$ cat src/rtl/simple_risc_pkg.sv
// Shared SimpleRISC encoding definitions: opcodes, NOP word, format classifier
// and the loader state type.
package simple_risc_pkg;

   localparam logic [4:0] OP_ADD  = 5'd0;
   localparam logic [4:0] OP_SUB  = 5'd1;
   localparam logic [4:0] OP_MUL  = 5'd2;
   localparam logic [4:0] OP_DIV  = 5'd3;
   localparam logic [4:0] OP_MOD  = 5'd4;
   localparam logic [4:0] OP_CMP  = 5'd5;
   localparam logic [4:0] OP_AND  = 5'd6;
   localparam logic [4:0] OP_OR   = 5'd7;
   localparam logic [4:0] OP_NOT  = 5'd8;
   localparam logic [4:0] OP_MOV  = 5'd9;
   localparam logic [4:0] OP_LSL  = 5'd10;
   localparam logic [4:0] OP_LSR  = 5'd11;
   localparam logic [4:0] OP_ASR  = 5'd12;
   localparam logic [4:0] OP_NOP  = 5'd13;
   localparam logic [4:0] OP_LD   = 5'd14;
   localparam logic [4:0] OP_ST   = 5'd15;
   localparam logic [4:0] OP_BEQ  = 5'd16;
   localparam logic [4:0] OP_BGT  = 5'd17;
   localparam logic [4:0] OP_B    = 5'd18;
   localparam logic [4:0] OP_CALL = 5'd19;
   localparam logic [4:0] OP_RET  = 5'd20;

   localparam logic [31:0] NOP_WORD = 32'h6800_0000;

   typedef enum logic [2:0] {
      FMT_3ADDR,    // op, I, rd, rs1, src2
      FMT_CMP,      // rd field forced to zero
      FMT_2ADDR,    // rs1 field forced to zero
      FMT_NOARG,    // opcode only
      FMT_BRANCH,   // opcode + 27-bit word offset
      FMT_ILLEGAL
   } fmt_e;

   typedef enum logic [1:0] {
      ST_IDLE,
      ST_LOAD,
      ST_DONE
   } load_state_e;

   function automatic fmt_e classify_op(input logic [4:0] op);
      fmt_e fmt;
      case (op)
         OP_ADD, OP_SUB, OP_MUL, OP_DIV, OP_MOD,
         OP_AND, OP_OR, OP_LSL, OP_LSR, OP_ASR,
         OP_LD, OP_ST:                      fmt = FMT_3ADDR;
         OP_CMP:                            fmt = FMT_CMP;
         OP_NOT, OP_MOV:                    fmt = FMT_2ADDR;
         OP_NOP, OP_RET:                    fmt = FMT_NOARG;
         OP_BEQ, OP_BGT, OP_B, OP_CALL:     fmt = FMT_BRANCH;
         default:                           fmt = FMT_ILLEGAL;
      endcase
      return fmt;
   endfunction

endpackage

$ cat src/rtl/inst_field_packer.sv
// Combinational packer: decoded SimpleRISC fields -> 32-bit instruction word.
// Illegal opcodes produce the NOP word and raise the illegal flag.
module inst_field_packer
   import simple_risc_pkg::*;
(
   input  logic [4:0]  op,
   input  logic        imm_en,
   input  logic [3:0]  rd,
   input  logic [3:0]  rs1,
   input  logic [3:0]  rs2,
   input  logic [17:0] imm,
   input  logic [26:0] offset,
   output logic [31:0] word,
   output logic        illegal
);

   logic [17:0] src2;

   assign src2 = imm_en ? imm : {rs2, 14'b0};

   always_comb begin
      // NOTE: every output gets a default before the case so no path leaves it unassigned (no latch).
      word    = '0;
      illegal = 1'b0;
      case (classify_op(op))
         FMT_3ADDR:  word = {op, imm_en, rd, rs1, src2};
         FMT_CMP:    word = {op, imm_en, 4'b0, rs1, src2};
         FMT_2ADDR:  word = {op, imm_en, rd, 4'b0, src2};
         FMT_NOARG:  word = {op, 27'b0};
         FMT_BRANCH: word = {op, offset};
         default: begin
            word    = NOP_WORD;
            illegal = 1'b1;
         end
      endcase
   end

endmodule

$ cat src/rtl/inst_encoder_loader.sv
// Boot/program loader: accepts decoded field tuples, encodes them and writes
// them to consecutive IMEM words starting at BASE_ADDR.
module inst_encoder_loader
   import simple_risc_pkg::*;
#(
   parameter int ADDR_W    = 8,
   parameter int BASE_ADDR = 0
) (
   input  logic              clk,
   input  logic              rst_n,
   input  logic              start,
   input  logic              in_valid,
   output logic              in_ready,
   input  logic              in_last,
   input  logic [4:0]        in_op,
   input  logic              in_imm_en,
   input  logic [3:0]        in_rd,
   input  logic [3:0]        in_rs1,
   input  logic [3:0]        in_rs2,
   input  logic [17:0]       in_imm,
   input  logic [26:0]       in_offset,
   output logic              imem_we,
   output logic [ADDR_W-1:0] imem_addr,
   output logic [31:0]       imem_wdata,
   output logic              busy,
   output logic              done,
   output logic              err_illegal,
   output logic [ADDR_W:0]   inst_count
);

   localparam logic [ADDR_W-1:0] BASE      = ADDR_W'(BASE_ADDR);
   localparam logic [ADDR_W-1:0] LAST_ADDR = '1;

   load_state_e       state_q, state_d;
   logic [ADDR_W-1:0] next_addr_q, next_addr_d;
   logic [ADDR_W-1:0] imem_addr_q, imem_addr_d;
   logic [31:0]       imem_wdata_q, imem_wdata_d;
   logic              imem_we_q, imem_we_d;
   logic              err_q, err_d;
   logic [ADDR_W:0]   count_q, count_d;

   logic [31:0]       packed_word;
   logic              packed_illegal;

   inst_field_packer u_packer (
      .op      (in_op),
      .imm_en  (in_imm_en),
      .rd      (in_rd),
      .rs1     (in_rs1),
      .rs2     (in_rs2),
      .imm     (in_imm),
      .offset  (in_offset),
      .word    (packed_word),
      .illegal (packed_illegal)
   );

   always_comb begin
      state_d      = state_q;
      next_addr_d  = next_addr_q;
      imem_addr_d  = imem_addr_q;
      imem_wdata_d = imem_wdata_q;
      imem_we_d    = 1'b0;
      err_d        = err_q;
      count_d      = count_q;
      case (state_q)
         ST_IDLE, ST_DONE: begin
            // A tuple presented alongside start is dropped: ready is still low.
            if (start) begin
               state_d     = ST_LOAD;
               next_addr_d = BASE;
               imem_addr_d = BASE;
               err_d       = 1'b0;
               count_d     = '0;
            end
         end
         ST_LOAD: begin
            if (in_valid) begin
               imem_we_d    = 1'b1;
               imem_addr_d  = next_addr_q;
               imem_wdata_d = packed_word;
               count_d      = count_q + 1'b1;
               err_d        = err_q | packed_illegal;
               // The top word ends the session; the address never wraps.
               if (in_last || next_addr_q == LAST_ADDR) begin
                  state_d = ST_DONE;
               end else begin
                  next_addr_d = next_addr_q + 1'b1;
               end
            end
         end
         default: state_d = ST_IDLE;
      endcase
   end

   always_ff @(posedge clk or negedge rst_n) begin
      if (!rst_n) begin
         state_q      <= ST_IDLE;
         next_addr_q  <= BASE;
         imem_addr_q  <= BASE;
         imem_wdata_q <= '0;
         imem_we_q    <= 1'b0;
         err_q        <= 1'b0;
         count_q      <= '0;
      end else begin
         // NOTE: non-blocking assignments so every flop samples the pre-edge values.
         state_q      <= state_d;
         next_addr_q  <= next_addr_d;
         imem_addr_q  <= imem_addr_d;
         imem_wdata_q <= imem_wdata_d;
         imem_we_q    <= imem_we_d;
         err_q        <= err_d;
         count_q      <= count_d;
      end
   end

   assign in_ready    = (state_q == ST_LOAD);
   assign busy        = (state_q == ST_LOAD);
   assign done        = (state_q == ST_DONE);
   assign imem_we     = imem_we_q;
   assign imem_addr   = imem_addr_q;
   assign imem_wdata  = imem_wdata_q;
   assign err_illegal = err_q;
   assign inst_count  = count_q;

endmodule

$ cat config.mk
export PLATFORM = sky130hd
export DESIGN_NAME = inst_encoder_loader
export DESIGN_NICKNAME = d
export VERILOG_FILES = /design/src/rtl/simple_risc_pkg.sv /design/src/rtl/inst_field_packer.sv /design/src/rtl/inst_encoder_loader.sv
export SDC_FILE = /design/constraint.sdc
export NUM_CORES = 1
export LEC_CHECK = 0
export ABC_CLOCK_PERIOD_IN_PS = 2300
export BUFFER_PORTS_ARGS = -buffer_cell sky130_fd_sc_hd__buf_2
export CORE_MARGIN = 2
export CORE_UTILIZATION = 35
export DETAILED_ROUTE_END_ITERATION = 10
export PLACE_DENSITY = 0.62
export SLEW_MARGIN = 20
export SYNTH_ARGS = -nofsm -noshare
export SYNTH_HDL_FRONTEND = slang
export SYNTH_SLANG_ARGS = --single-unit
$ cat constraint.sdc
create_clock -name clk -period 2.3 [get_ports clk]
set_input_delay 0.115 -clock clk [delete_from_list [all_inputs] [get_ports clk]]
set_output_delay 0.115 -clock clk [all_outputs]
set_load 0.02 [all_outputs]
# ---- Word-level counts from Yosys, hierarchy flattened
# Memory sizes are Yosys's and may differ from the RTL's.
# Index checks and enable logic that the tools add are counted.
dict set report word_totals {
  regBits 61
  n_memories 1
  out_inout_bits 54
  mem_bits_ro 96
  input_bits 68
}
dict set report classes {
  eq_ne 11
  reduce_logical 10
  mux 21
  n_addsub 2
  bitwise 1
}
# memory depth width rd rd_clocked_by_memory_dff write_ports line
set memory_table {}
lappend memory_table {{(no name shown)} 32 3 1 0 0 simple_risc_pkg.sv:46} ;# case (op)
# op count
set ops {}
lappend ops {{32-bit one-hot mux with 5 select lines} 1}
lappend ops {{8-bit 2-to-1 mux} 4}
lappend ops {{8-bit one-hot mux with 2 select lines} 2}
lappend ops {{18-bit 2-to-1 mux} 1}
lappend ops {{9-bit 2-to-1 mux} 2}
lappend ops {{9-bit one-hot mux with 2 select lines} 1}
lappend ops {{9-bit by 1-bit adder with 9-bit output (second input constant)} 1}
lappend ops {{8-bit by 1-bit adder with 8-bit output (second input constant)} 1}
lappend ops {{8-bit == test (second input constant)} 1}
lappend ops {{3-bit by 2-bit == test with 1-bit output (second input constant)} 2}
lappend ops {{2-bit 2-to-1 mux} 3}
lappend ops {{2-bit inequality test (second input constant)} 3}
lappend ops {{3-bit AND reduction} 2}
lappend ops {{1-bit 2-to-1 mux} 5}
lappend ops {{5-bit OR reduction} 1}
lappend ops {{2-bit one-hot mux with 2 select lines} 1}
lappend ops {{4-bit AND reduction} 1}
lappend ops {{3-bit by 1-bit == test with 1-bit output (second input constant)} 1}
lappend ops {{3-bit == test (second input constant)} 1}
lappend ops {{3-bit zero test} 1}
lappend ops {{2-bit by 1-bit == test with 1-bit output (second input constant)} 1}
lappend ops {{2-bit == test (second input constant)} 1}
lappend ops {{2-bit zero test} 1}
lappend ops {{2-bit by 1-bit inequality test with 1-bit output (second input constant)} 1}
lappend ops {{other kinds (6)} 6}

# ---- Depth between registers and ports, before layout
# Gate-level depths: netlist of run 1.
# An unclocked memory read counts as a cell.
dict set report logic_depth {
  word_depth 7
  ltp_mapped 6
  ltp_nobuf 5
}

# ---- By module
# Synthesis of run 1 repeated with hierarchy kept, for this count alone.
dict set report hier_totals {
  cells_unflattened 406
  area_unflattened_um2 3345.7
}
# module area_each_um2 cells_each n_inst
set by_module_without_submodules {}
lappend by_module_without_submodules {inst_encoder_loader 2677.6 290 1}
lappend by_module_without_submodules {inst_field_packer 668.1 116 1}

# ---- Worst setup path before layout of run 1
# No wires, ideal clock.
dict set report synth_timing {
  path_type {reg2reg}
  start {register next_addr_q[0]}
  end {register next_addr_q[0]}
  stages_incl_launch_ff 6
  setup_ns 0.125
  arrival_ns 1.540
  path_buffers 0
  slack_ns 0.635
  path_cell_list {dfrtp_1 ha_1 and4_1 a21o_1 nor2_1 mux2_2}
}
dict set report synth_via {
  elab_chain_cells 4
}
# element line
set synth_lines {}
lappend synth_lines {{start: declaration} inst_encoder_loader.sv:35} ;# logic [ADDR_W-1:0] next_addr_q, next_addr_d;
lappend synth_lines {{start signal: assignment} inst_encoder_loader.sv:107} ;# next_addr_q <= next_addr_d;
lappend synth_lines {{8-bit by 1-bit adder with 8-bit output or 8-bit == test (tied branches)} {inst_encoder_loader.sv:87, inst_encoder_loader.sv:84}}
lappend synth_lines {{8-bit 2-to-1 mux or 1-bit logical OR (tied branches)} inst_encoder_loader.sv:84} ;# if (in_last || next_addr_q == LAST_ADDR) begin
lappend synth_lines {{8-bit 2-to-1 mux or 2-bit inequality test (tied branches)} n/a}
lappend synth_lines {{8-bit one-hot mux with 2 select lines or 4-bit AND reduction (tied branches)} n/a}
# Parallel ways exist; a longest one is shown, timed or not. The select of a mux whose other input is x is not followed.
# A chain may end at the register's enable or synchronous reset.

# ---- Worst setup path in the final report of run 1
dict set report layout_timing {
  start {register next_addr_q[0]}
  end {register next_addr_q[5]}
}
# The elaborated chain is that of the path after synthesis.

==> impl_metrics.csv, run 1 <==
group,metric,value,unit
synthesis,yosysSeqAreaShare,52.4,%
timing,setup_viol,0,
final_layout,n_antenna_cell,0,
synthesis,synth_top_area_share,52.4,%
setup_path,worstSetupPathType,"register to register",
final_layout,final_area,0.00392,sq mm
setup_path,path_max_fanout,7,
grt,grt_pass1_vias,2578,
synthesis,synthTopCellsByArea,"dfrtp_1, nand2_1, a221o_1, nor2_1, and3_1",
synthesis,ys_warn_count,0,
synthesis,syn_inst,293,
die,fp.dieArea,0.00907,sq mm
die,start_util,35.8,%
synthesis,syn_area_per_cell,9.95,sq um
timing,max_slew_margin,49.8,%
die,ios,122,
clock_network,cts_made_buffers,9,
timing,finalCriticalPeriod,1880,ps
flow_run,maxCapViolCount,0,
synthesis,synth_most_common_cell,"dfrtp_1",
routing,routed_wl,8120,um
power_and_ir_drop,vdd_ir_drop_max,0.375,mV
final_layout,nets,487,
routing,via_per_inst,5.21,
min_path,hp-class,"input port to register",
run_status,outcome,"finished, final reports clean",
synthesis,synth_seq_cells,61,
die,core-area,0.00813,sq mm
timing,post-route-period-util,81.8,%
clock_network,hold_buffers,5,
die,dieHeight,95.2,um
grt,grt_max_degree,41,
place,dpl_cell_area,0.00363,sq mm
power_and_ir_drop,p_per_area,1140,mW/mm^2
synthesis,postSynth.asyncResetShare,100,%
synthesis,synthTopCellsByCount,"dfrtp_1, nand2_1, nor2_1",
place,io_buffer_count,121,
routing,antenna_left,0,
timing,final-hold-violation-count,0,
grt,grt.overflow.total,0,
routing,drc,0,
setup_path,reg2reg_from,"next_addr_q[0]$_DFFE_PN0P_",
timing,worst_pin_slew,753,ps
clock_network,cts.sink_count,61,
clock_network,ctsLongestPathBuffers,2,
setup_path,startpoint,"next_addr_q[0]$_DFFE_PN0P_",
clock_network,clock_latency,340,ps
final_layout,drive_above_1_share,35.8,%
setup_path,cp.required,2520,ps
clock_network,cts_setup_buffers,0,
routing,drtIter0Drc,102,
power_and_ir_drop,p_leak,2.08,nW
timing,rsz0062_at_grt,"no",
setup_path,setup.worst_path.end_class,"register",
place,place_congestion,0.851,
grt,antenna_found_initial,0,
die,rows,33,
clock_network,post_cts_resized,0,
min_path,hp-start,"in_imm[12]",
setup_path,worstPathArrival,2100,ps
clock_network,clkSlewWorstSetupHoldPaths,70,ps
timing,setup_tns,0,ps
die,die_x,95.2,um
timing,maxSlewViolCount,0,
grt,grt.total_usage,18.0,%
synthesis,synth_area_leader_cell,"dfrtp_1",
setup_path,start_kind,"register",
synthesis,synth_nets,363,
synthesis,synth_edf_count,0,
clock_network,cts_root_buf,"clkbuf_8",
synthesis,synth_cell_type_count,45,
grt,grt_pass1_wl,12300,um
synthesis,synthFlopType,"dfrtp_1",
routing,drt-pass1-iter-count,5,
place,hpwl,5750,um
final_layout,area_growth,34.4,%
clock_network,htreeDepth,3,
routing,vias,2747,
routing,detail_route.wl_per_cell,15.4,um
clock_network,cts_tree,"done",
synthesis,syn-cell-area,0.00291,sq mm
timing,skew,8.11,ps
timing,timing.fmax,532,MHz
[cells by family (layout without fill, tap and decap cells)]
kind of cell,Yosys count,after routing,synth area share [%]
compound gates,71,71,18.4
xor+xnor,6,6,1.80
fa+ha+maj,2,2,0.859
buf+inv,25,154,4.12
flops,61,61,52.4
mux,6,6,2.10
simple gates,122,122,20.4
[per-layer routing]
metal	global-route usage [%]	wire length (um)	vias to the layer above
li1	-	-	1311
met1	22.1	3550	1331
met2	29.3	3790	95
met3	5.14	646	10
met4	7.97	133	0
met5	0	0	-
[state kept, by name, summed over array words and instances (netlist names)]
register and count:
imem_we 1, inst_count 9, imem_wdata 32, state_q 2, next_addr_q 8, err_illegal 1, imem_addr 8
[worst paths after layout]
path | end | slack [ps] | cells after the start
min in group asynchronous | imem_wdata[0]$_DFFE_PN0P_ | 380 | 2
max in group asynchronous | inst_count[7]$_DFFE_PN0P_ | 1290 | 3
worst min register to register | imem_wdata[27]$_DFFE_PN0P_ | 470 | 2
worst max-delay path | next_addr_q[5]$_DFFE_PN0P_ | 420 | 5
worst max register to register | next_addr_q[5]$_DFFE_PN0P_ | 420 | 5
worst min-delay path | imem_wdata[12]$_DFFE_PN0P_ | 20 | 2
[cell usage in the layout (no fill, tap or decap), types with 2 or more instances in the layout]
master / n
buf_2: 121
a31oi_1: 5
nand3_1: 14
ha_1: 2
mux2i_1: 5
buf_4: 5
nand2_1: 40
o21a_1: 4
a221o_1: 14
nor2b_1: 2
dlygate4sd3_1: 5
xor2_1: 2
xnor2_1: 4
inv_1: 5
and3_1: 14
and4_1: 2
bufinv_16: 3
or3_1: 3
nor2_1: 29
a31o_2: 3
clkbuf_1: 2
a221oi_1: 8
nor3_1: 6
buf_12: 2
nor3b_2: 2
dfrtp_1: 61
clkbuf_8: 10
nand2b_1: 3
o2111ai_1: 2
o21ai_0: 14
and2_1: 2
a21oi_1: 12
[worst max-delay path: stages, from the launching register on]
cell	delay (ps)
dfrtp_1	420
ha_1	260
and4_1	210
a21oi_1	470
a31oi_1	190
a41o_1	230
[metrics by stage]
step	instances	power, mW	worst slack, ps	utilization [%]	hold WS, ps
final	527	4.47	419	48.2	15.5
after global routing	527	4.76	242	48.2	5.44
after CTS	527	4.52	435	48.2	1.48
after detailed placement	506	3.34	500	44.6	217
after global placement	506	3.31	545	44.6	219
after floorplan	293	2.71	635	-	-181
[cell type report]
class                      count  area (sq um)
fill                         743          4220
sequential                    61          1530
multi-input combinational    207          1270
timing repair buffer         133           733
clock buffer                  12           145
tap                          105           131
clock inverter                 4          95.1
inverter                       5          18.8
[power breakdown]
group          switching [mW]  internal (mW)
logic                    1.08          0.612
registers               0.215           1.41
clock network           0.410          0.749
total                    1.70           2.77
(Power assumes the default switching activity.)
==> inputs of run 2 (changes only) <==
Settings changed: ABC_CLOCK_PERIOD_IN_PS 2300 to 2000.
Clock period 2.3 ns to 2 ns, I/O delays scaled along.
==> run 2 against run 1 <==
  * Sequential power increased by 15%
  * Global-route usage decreased by 0.30 points
  * First-iteration DRC count increased by 33%
  * Hold slack got worse by 6.1 ps
  * Clock-buffer cell count unchanged
  * Largest cell class unchanged
==> impl_metrics.csv, run 2 (synthesis results as in run 1) <==
group,metric,value,unit
grt,grt.overflow.total,0,
grt,grt_max_degree,62,
clock_network,clkSlewWorstSetupHoldPaths,70,ps
final_layout,drive_above_1_share,36.8,%
routing,vias,2744,
routing,routed_wl,8170,um
timing,skew,9.80,ps
timing,setup_viol,0,
clock_network,cts_made_buffers,9,
min_path,hp-class,"input port to register",
die,fp.dieArea,0.00907,sq mm
setup_path,setup.worst_path.end_class,"register",
timing,worst_pin_slew,506,ps
setup_path,cp.required,2220,ps
clock_network,htreeDepth,3,
setup_path,path_max_fanout,6,
timing,final-hold-violation-count,0,
power_and_ir_drop,internal_power,3.10,mW
power_and_ir_drop,clockPowerShare,24.4,%
grt,antenna_found_initial,0,
final_layout,area_growth,34.0,%
routing,drt-pass1-iter-count,4,
routing,detail_route.wl_per_cell,15.4,um
setup_path,startpoint,"next_addr_q[0]$_DFFE_PN0P_",
setup_path,worstPathArrival,2060,ps
routing,drc,0,
place,io_buffer_count,121,
setup_path,reg2reg_from,"next_addr_q[0]$_DFFE_PN0P_",
final_layout,final_cell_mix,"buf_2, dfrtp_1, nand2_1",
final_layout,layout_commonest_cell,"buf_2",
flow_run,maxCapViolCount,0,
die,core-area,0.00813,sq mm
setup_path,reg2reg_to,"next_addr_q[0]$_DFFE_PN0P_",
power_and_ir_drop,pwr-share-comb,38.8,%
grt,grt.total_usage,17.7,%
timing,maxSlewViolCount,0,
timing,rsz0062_at_grt,"no",
clock_network,ctsLongestPathBuffers,2,
routing,antenna_left,0,
power_and_ir_drop,swShare,39.0,%
setup_path,r2r_slack,160,ps
clock_network,cts_root_buf,"clkbuf_8",
power_and_ir_drop,p_per_area,1300,mW/mm^2
clock_network,cts.sink_count,61,
power_and_ir_drop,switchingPower,1.98,mW
routing,drtIter0Drc,136,
final_layout,largest_reg_flops,32,
power_and_ir_drop,p_leak,2.08,nW
die,rows,33,
setup_path,start_kind,"register",
die,die_x,95.2,um
timing,finalCriticalPeriod,1840,ps
setup_path,worstSetupPathType,"register to register",
place,hpwl,5770,um
timing,timing.fmax,543,MHz
place,place_congestion,0.876,
grt,grt_pass1_vias,2480,
die,ios,122,
min_path,hold_path_depth,2,
grt,grt_pass1_wl,12300,um
power_and_ir_drop,vdd_ir_drop_max,0.366,mV
final_layout,postLayoutCoreUtil,48.0,%
timing,max_slew_margin,66.1,%
timing,setup_tns,0,ps
clock_network,clock_latency,330,ps
setup_path,crit_end,"next_addr_q[0]$_DFFE_PN0P_",
final_layout,nets,489,
setup_path,reg2regPathDepth,5,
final_layout,n_antenna_cell,0,
clock_network,cts_tree,"done",
power_and_ir_drop,p_seq_share,36.8,%
run_status,outcome,"finished, final reports clean",
routing,via_per_inst,5.19,
die,dieHeight,95.2,um
die,start_util,35.8,%
timing,post-route-period-util,92.1,%
==> run 2: what timing repair did <==
| item | CTS | global route |
|---|---|---|
| setup endpoints to repair | 0 | 1 |
| gates resized for setup | 0 | 1 |
| hold buffers | 4 | 0 |
| endpoints found under the hold margin | 64 | 0 |
| setup buffers | 0 | 0 |
==> run 2: how the worst min path moves through the flow <==
stage / slack, ps / end / from
2_1_floorplan: -200 / err_illegal$_DFFE_PN0P_ / rst_n
3_3_place_gp: 140 / imem_wdata[5]$_DFFE_PN0P_ / rst_n
3_5_place_dp: 130 / imem_wdata[5]$_DFFE_PN0P_ / rst_n
4_1_cts: 0.2 / imem_wdata[11]$_DFFE_PN0P_ / in_imm[11]
5_1_grt: 5 / imem_wdata[4]$_DFFE_PN0P_ / in_imm[4]
6_report: 9 / imem_wdata[11]$_DFFE_PN0P_ / in_imm[11]
==> run 2: critical path, stage by stage (launching register included) <==
cell and delay, ps:
dfrtp_1 430, ha_1 260, and4_1 220, a21o_1 230
nor2_1 230, mux2_2 360
==> run 2: final cells by class <==
type / instances / area (sq um)
Fill cell: 798 / 4230
Sequential cell: 61 / 1530
Multi-Input combinational cell: 207 / 1270
Timing Repair Buffer: 135 / 733
Clock buffer: 12 / 155
Tap cell: 105 / 131
Clock inverter: 4 / 70.1
Inverter: 5 / 18.8
==> run 2: per-stage QoR <==
| stage | power (mW) | hold WS [ps] | area, sq um | setup slack (ps) | instances |
|---|---|---|---|---|---|
| final | 5.08 | 9.35 | 3910 | 158 | 529 |
| after detailed placement | 3.85 | 134 | 3640 | 172 | 509 |
| after global placement | 3.82 | 137 | 3640 | 235 | 509 |
| after floorplan | 3.12 | -196 | 2910 | 335 | 293 |
| after CTS | 5.12 | 0.176 | 3900 | 158 | 529 |
| after global routing | 5.38 | 4.71 | 3910 | 106 | 529 |
==> run 2: power groups by stage <==
| stage | clock, mW | combinational (mW) | sequential, mW |
|---|---|---|---|
| floorplan | 0 | 0.820 | 2.30 |
| global placement | 0 | 1.96 | 1.86 |
| detailed placement | 0 | 1.97 | 1.89 |
| CTS | 1.27 | 1.98 | 1.87 |
| global route | 1.31 | 2.15 | 1.92 |
| finish | 1.24 | 1.97 | 1.87 |
==> run 2: routing by layer <==
layer  vias up  track usage, %  wire length, um
met1      1301            23.2             3640
met5         -               0                0
met4         0            6.76              134
met2       116            28.3             3710
met3        12            4.19              692
li1       1315               -                -
